File: src/rtl/bal_vec_logger.sv
// bal_vec_logger: captures {stim, resp} pairs on a sample strobe into a FIFO
// and serializes each 56-bit record MSB-first onto a byte valid/ready stream.
// Optional build macro: BAL_VEC_LOG_CHKSUM_EN appends an XOR checksum byte
// after the seven record bytes.
module bal_vec_logger #(
    parameter int DEPTH   = 16,
    parameter int NUM_VEC = 1000
) (
    input  logic                           clk,
    input  logic                           rst,
    input  logic                           arm,
    input  logic                           smp,
    input  logic [31:0]                    stim_in,
    input  logic [23:0]                    resp_in,
    output logic [7:0]                     byte_out,
    output logic                           byte_vld,
    input  logic                           byte_rdy,
    output logic                           busy,
    output logic                           done,
    output logic                           ovfl,
    output logic [$clog2(NUM_VEC+1)-1:0]   vec_cnt
);

    localparam int AW = $clog2(DEPTH);
    localparam int CW = $clog2(DEPTH + 1);
    localparam int VW = $clog2(NUM_VEC + 1);
    localparam int RW = 56;
`ifdef BAL_VEC_LOG_CHKSUM_EN
    localparam int NB = 8;
`else
    localparam int NB = 7;
`endif
    localparam int SW = NB * 8;
    localparam int BW = $clog2(NB);

    typedef enum logic [1:0] {
        S_IDLE,
        S_CAPTURE,
        S_DRAIN,
        S_DONE
    } state_t;

    state_t          r_state;
    logic            r_busy;
    logic            r_done;
    logic            r_ovfl;
    logic [VW-1:0]   r_vec_cnt;

    logic [RW-1:0]   r_mem [DEPTH];
    logic [AW-1:0]   r_wptr;
    logic [AW-1:0]   r_rptr;
    logic [CW-1:0]   r_count;

    logic [SW-1:0]   r_shift;
    logic [BW-1:0]   r_left;
    logic            r_vld;
    logic [7:0]      r_out;

    logic            w_full;
    logic            w_empty;
    logic            w_active;
    logic            w_start;
    logic            w_hs;
    logic            w_last;
    logic            w_pop;
    logic            w_smp_ok;
    logic            w_push;
    logic            w_drained;
    logic [RW-1:0]   w_head;
    logic [SW-1:0]   w_load;

    assign w_full    = (r_count == CW'(DEPTH));
    assign w_empty   = (r_count == '0);
    assign w_active  = (r_state == S_CAPTURE) || (r_state == S_DRAIN);
    assign w_start   = arm && ((r_state == S_IDLE) || (r_state == S_DONE));
    assign w_hs      = r_vld && byte_rdy;
    assign w_last    = (r_left == '0);
    // Load a new record when the shifter is empty, or when its final byte is
    // leaving this cycle so consecutive records run back-to-back.
    assign w_pop     = w_active && !w_empty && (!r_vld || (w_hs && w_last));
    assign w_smp_ok  = (r_state == S_CAPTURE) && smp;
    // A full FIFO still takes a sample if a slot frees up in the same cycle.
    assign w_push    = w_smp_ok && (!w_full || w_pop);
    // After this edge nothing remains in the FIFO or the shifter.
    assign w_drained = w_empty && (!r_vld || (w_hs && w_last));

    assign w_head    = r_mem[r_rptr];

`ifdef BAL_VEC_LOG_CHKSUM_EN
    logic [7:0] w_chk;

    // XOR of the seven record bytes, appended as the final byte
    always_comb begin
        w_chk = '0;
        for (int i = 0; i < 7; i++) begin
            w_chk = w_chk ^ w_head[i*8 +: 8];
        end
    end
    assign w_load = {w_head, w_chk};
`else
    assign w_load = w_head;
`endif

    // Run control: state, run counters and registered status flags
    always_ff @(posedge clk or posedge rst) begin
        if (rst) begin
            r_state   <= S_IDLE;
            r_busy    <= 1'b0;
            r_done    <= 1'b0;
            r_ovfl    <= 1'b0;
            r_vec_cnt <= '0;
        end else begin
            case (r_state)
                S_IDLE, S_DONE: begin
                    if (arm) begin
                        r_state   <= S_CAPTURE;
                        r_busy    <= 1'b1;
                        r_done    <= 1'b0;
                        r_ovfl    <= 1'b0;
                        r_vec_cnt <= '0;
                    end
                end
                S_CAPTURE: begin
                    if (w_push) begin
                        r_vec_cnt <= r_vec_cnt + 1'b1;
                        if (r_vec_cnt == VW'(NUM_VEC - 1)) begin
                            r_state <= S_DRAIN;
                        end
                    end else if (w_smp_ok) begin
                        r_ovfl <= 1'b1;
                    end
                end
                S_DRAIN: begin
                    if (w_drained) begin
                        r_state <= S_DONE;
                        r_busy  <= 1'b0;
                        r_done  <= 1'b1;
                    end
                end
                default: r_state <= S_IDLE;
            endcase
        end
    end

    // Record storage; contents need no reset since occupancy gates every read
    always_ff @(posedge clk) begin
        if (w_push) begin
            r_mem[r_wptr] <= {stim_in, resp_in};
        end
    end

    // FIFO pointers and occupancy count, cleared at the start of each run
    always_ff @(posedge clk or posedge rst) begin
        if (rst) begin
            r_wptr  <= '0;
            r_rptr  <= '0;
            r_count <= '0;
        end else if (w_start) begin
            r_wptr  <= '0;
            r_rptr  <= '0;
            r_count <= '0;
        end else begin
            if (w_push) r_wptr <= r_wptr + 1'b1;
            if (w_pop)  r_rptr <= r_rptr + 1'b1;
            case ({w_push, w_pop})
                2'b10:   r_count <= r_count + 1'b1;
                2'b01:   r_count <= r_count - 1'b1;
                default: r_count <= r_count;
            endcase
        end
    end

    // Byte serializer: holds the current byte until handshake, then shifts
    always_ff @(posedge clk or posedge rst) begin
        if (rst) begin
            r_shift <= '0;
            r_left  <= '0;
            r_vld   <= 1'b0;
            r_out   <= '0;
        end else if (w_start) begin
            r_shift <= '0;
            r_left  <= '0;
            r_vld   <= 1'b0;
        end else if (w_pop) begin
            r_out   <= w_load[SW-1 -: 8];
            r_shift <= w_load << 8;
            r_left  <= BW'(NB - 1);
            r_vld   <= 1'b1;
        end else if (w_hs) begin
            if (w_last) begin
                r_vld <= 1'b0;
            end else begin
                r_out   <= r_shift[SW-1 -: 8];
                r_shift <= r_shift << 8;
                r_left  <= r_left - 1'b1;
            end
        end
    end

    assign byte_out = r_out;
    assign byte_vld = r_vld;
    assign busy     = r_busy;
    assign done     = r_done;
    assign ovfl     = r_ovfl;
    assign vec_cnt  = r_vec_cnt;

endmodule

File: config.mk
export PLATFORM = sky130hd
export DESIGN_NAME = bal_vec_logger
export DESIGN_NICKNAME = d
export VERILOG_FILES = /design/src/rtl/bal_vec_logger.sv
export SDC_FILE = /design/constraint.sdc
export NUM_CORES = 1
export LEC_CHECK = 0
export CAP_MARGIN = 20
export CORE_UTILIZATION = 50
export CTS_CLUSTER_DIAMETER = 40
export DETAILED_ROUTE_END_ITERATION = 12
export GPL_ROUTABILITY_DRIVEN = 1
export GPL_TIMING_DRIVEN = 1
export PLACE_DENSITY_LB_ADDON = 0.3
export SYNTH_ARGS = -nofsm -noshare
export SYNTH_HDL_FRONTEND = slang
export SYNTH_SLANG_ARGS = --single-unit
File: constraint.sdc
create_clock -name clk -period 6.7 [get_ports clk]
set_input_delay 1.34 -clock clk [delete_from_list [all_inputs] [get_ports clk]]
set_output_delay 1.34 -clock clk [all_outputs]
set_load 0.05 [all_outputs]
==> summary.txt <==
Timing
  • Part of the cycle the worst path needs: 58.5%
  • Post-layout min period: 3920 ps
  • Count of endpoints failing hold in the final timing report: 0
  • Unrepaired setup endpoints after global routing: false
  • Worst Clk Skew: 33.7 ps
  • Total negative slack for setup checks: 0 ps
  • Worst slew margin: between 20 and 30%
  • Final count of negative-setup-slack endpoints: 0
  • Worst hold slack: 494 ps
  • Slew of the pin with the lowest slew margin: about 1100 ps
  • Number of pins exceeding their max-slew limit in the final report: 0
  • Final setup margin: 2780 ps
  • Achievable clock frequency: 0.255 GHz

Clock network
  • # H-tree levels: 3
  • Clock transition at the registers of the reported paths: 50 ps
  • Total of hold buffers inserted after clock tree synthesis: 0
  • CTS tree: done
  • Cell chosen for the clock root: sky130_fd_sc_hd__clkbuf_16
  • Source-to-sink clock delay at the later pin of the worst-skew pair: 680 ps
  • Setup repair bufs after CTS: 0
  • Clock sink total: 984
  • Post-CTS sizing: 0
  • Maximum clock insertion buffer count: 3
  • CTS buffer count: 116

Drt
  • Final WL: 82800 µm
  • Total vias in the final route: 19108
  • Post-detailed-route wirelength per cell: between 20 and 30 µm
  • Remaining antenna violation count after routing: 0
  • Detailed-router iteration count before antenna repair: 5
  • Via count normalized by instance count: 6.17
  • Number of design-rule violations left by the first detailed-router iteration: ~1600
  • Number of remaining DRC errors: 0

Critical path
  • Startpoint kind of the worst setup timing path: primary input
  • Launch instance of the worst register-to-register path: r_state[0]$_DFFE_PP0P_
  • Worst reg2reg endpoint: r_mem[12][24]$_DFFE_PP_
  • Critical Path RT: 7030 ps
  • Maximum fanout encountered on the critical timing path: 21
  • FF-to-FF path depth: 8
  • Worst setup path category: primary input to flip-flop
  • Slack of the worst reg-to-reg path: 3060 ps
  • Type of element capturing the critical path: flip-flop
  • Crit path arrival time: 4250 ps

Synth
  • Cells after Synth: 1889
  • Cell types with the largest area share after synthesis: sky130_fd_sc_hd__edfxtp_1, sky130_fd_sc_hd__mux4_2, sky130_fd_sc_hd__dfrtp_1
  • Share of async-settable or async-resettable flops after synthesis: 8.94%
  • Top cell type's share of synthesized area: 70.6%
  • Sequential area share after synthesis: 76.4%
  • Synth unique cells: 60
  • Mean instance size in the synthesized netlist: 20.2 µm²
  • Post-synthesis cell area: 38100 µm²
  • Warning count from the yosys run: 0
  • Synth area leader: sky130_fd_sc_hd__edfxtp_1
  • Dominant register cell in the synthesized netlist: sky130_fd_sc_hd__edfxtp_1
  • Number of flops mapped to enable cells by yosys: between 800 and 900
  • Flop and latch count out of synthesis: 984
  • Syn Nets: 1964

GRT
  • Global-route wire length before repair: approximately 120000 µm
  • Pin count of the biggest net entering global routing: 91
  • Met1 capacity usage during global routing: 30.6%
  • Total global-route track usage: ~22%
  • Most used routing layer in global routing: met2
  • Total grt overflow: 0
  • GR Layer Usage met3: 3.81%
  • Vias in the first global route: slightly below 20000
  • Grt met2 use: 34.8%
  • Antenna violations before repair: 0

Worst hold path
  • Cell depth of the worst min-delay path: 1
  • End point of the worst hold path: r_shift[40]$_DFFE_PP0P_
  • Startpoint of the tightest hold check path: r_shift[40]$_DFFE_PP0P_
  • Min-Delay Path Class: flip-flop to flip-flop

Die
  • Initial Utilization: ~50%
  • Die span in y: 278 µm
  • Core outline area: 74900 µm²
  • Horizontal die dimension: approximately 280 µm
  • Num rows: 100
  • Io pins: 83
  • Area enclosed by the die boundary: 77300 µm²

Power
  • Overall Power: 17.7 mW
  • Peak ir drop on the vdd network: 213 µV
  • Lkg Pwr: 14.1 nW
  • Power Density: 402 nW/µm²
  • Share of power burned in the clock network: about 36%
  • Sequential Power Share: 42.4%
  • Internal cell power: 12.6 mW
  • Sw Pwr: 5.07 mW
  • Fraction of power spent switching nets: between 20% and 30%
  • Combinational share of power: about 22%

Final layout
  • Fraction of final layout cells sized beyond drive strength 1: between 20 and 25%
  • Synthesis-to-layout area growth: 15.6%
  • Final layout net count: 2098
  • # diodes: 0
  • Most used cells in the layout excluding fill and tap cells: sky130_fd_sc_hd__edfxtp_1, sky130_fd_sc_hd__mux4_2, sky130_fd_sc_hd__clkbuf_16
  • Commonest non-fill, non-tap cell in the layout: sky130_fd_sc_hd__edfxtp_1

Place
  • Routability Congestion: 0.833
  • Half-perimeter wire length after placement: ~46000 µm
  • Number of I/O port buffers: 82
  • Worst setup slack after placement: 2150 ps

Run
  • Max-Cap Viols: 0

Status
  • Result of the run: completed
-- worst max path at each step --
stage	from	end	slack (ps)
final	byte_rdy	r_mem[12][24]$_DFFE_PP_	2780
after global placement	byte_rdy	r_mem[12][8]$_DFFE_PP_	2270
after detailed placement	byte_rdy	r_mem[12][8]$_DFFE_PP_	2150
after global routing	byte_rdy	r_mem[12][24]$_DFFE_PP_	2610
after CTS	byte_rdy	r_mem[12][24]$_DFFE_PP_	2840
after floorplan	byte_rdy	r_mem[4][0]$_DFFE_PP_	70
-- metrics by stage --
step	cell area, µm²	utilization (%)	instances
floorplan	38100	-	1889
global route	44000	58.7	3095
finish	44000	58.7	3095
global placement	40000	53.4	2872
detailed placement	40000	53.4	2872
CTS	44000	58.7	3093
-- sequential cells by signal (all words and copies together), names as in the netlist, 3 cells and up --
signal,count
r_left,3
r_shift,48
r_rptr,4
vec_cnt,10
r_count,5
byte_out,8
r_mem,896
r_wptr,4
-- cell usage after synthesis (4+ instances only) --
cell                        count
sky130_fd_sc_hd__ha_1          13
sky130_fd_sc_hd__nand2b_1       8
sky130_fd_sc_hd__dfrtp_1       88
sky130_fd_sc_hd__nor2_1        51
sky130_fd_sc_hd__mux4_2       184
sky130_fd_sc_hd__and2_1         7
sky130_fd_sc_hd__o32ai_1       25
sky130_fd_sc_hd__o221ai_1      16
sky130_fd_sc_hd__nand3_1        6
sky130_fd_sc_hd__edfxtp_1     896
sky130_fd_sc_hd__buf_6          4
sky130_fd_sc_hd__buf_4         16
sky130_fd_sc_hd__a21oi_1       27
sky130_fd_sc_hd__or3_1         16
sky130_fd_sc_hd__o22ai_1       81
sky130_fd_sc_hd__nor3_1        16
sky130_fd_sc_hd__o21a_1        26
sky130_fd_sc_hd__a22o_1        11
sky130_fd_sc_hd__a211oi_1      23
sky130_fd_sc_hd__o21ai_1       21
sky130_fd_sc_hd__xor2_1         5
sky130_fd_sc_hd__mux2_2        17
sky130_fd_sc_hd__o21ai_0       22
sky130_fd_sc_hd__nand4_1        5
sky130_fd_sc_hd__clkbuf_1      66
sky130_fd_sc_hd__mux2i_1       90
sky130_fd_sc_hd__nand2_1       29
sky130_fd_sc_hd__nor2b_1       13
sky130_fd_sc_hd__inv_1         20
sky130_fd_sc_hd__buf_2         22
sky130_fd_sc_hd__xnor2_1        5
sky130_fd_sc_hd__a2bb2oi_1     15
sky130_fd_sc_hd__o31ai_1        6
sky130_fd_sc_hd__a31oi_1        7
-- cell families after synthesis --
family          count (synthesis)  synth area share (%)
buf+inv                       130                  1.59
compound gates                292                  5.28
flops                         984                  76.4
xor+xnor                       10                 0.230
simple gates                  168                  2.25
mux                           291                  13.7
fa+ha+maj                      14                 0.480
-- critical path: stages --
cell                              delay [ps]
sky130_fd_sc_hd__clkdlybuf4s50_1         570
sky130_fd_sc_hd__nand4bb_1               230
sky130_fd_sc_hd__a41oi_1                 290
sky130_fd_sc_hd__buf_4                   240
sky130_fd_sc_hd__nand3_1                 320
sky130_fd_sc_hd__nor2_4                  770
sky130_fd_sc_hd__buf_4                   440
-- routing by layer --
layer / up-vias / wire length, µm
met3: 129 / 5390
met4: 0 / 1980
met1: 10133 / 34900
met2: 691 / 40500
met5: - / 0
li1: 8155 / -
-- power groups by stage --
| stage | Combinational (mW) | Clock, mW | Sequential, mW |
|---|---|---|---|
| 2_1_floorplan | 2.82 | 0 | 7.57 |
| 5_1_grt | 4.21 | 6.61 | 7.54 |
| 6_report | 3.92 | 6.28 | 7.51 |
| 3_5_place_dp | 3.92 | 0 | 7.63 |
| 4_1_cts | 3.94 | 6.37 | 7.51 |
| 3_3_place_gp | 3.80 | 0 | 7.61 |
-- final cells by class --
type / count / area, µm²
tap: 969 / 1210
timing repair buffer: 124 / 1190
sequential: 984 / 29100
clock buffer: 135 / 3050
fill: 5272 / 30900
inverter: 22 / 85.1
clock inverter: 86 / 887
multi-input combinational: 775 / 8470
(Power assumes the default switching activity.)
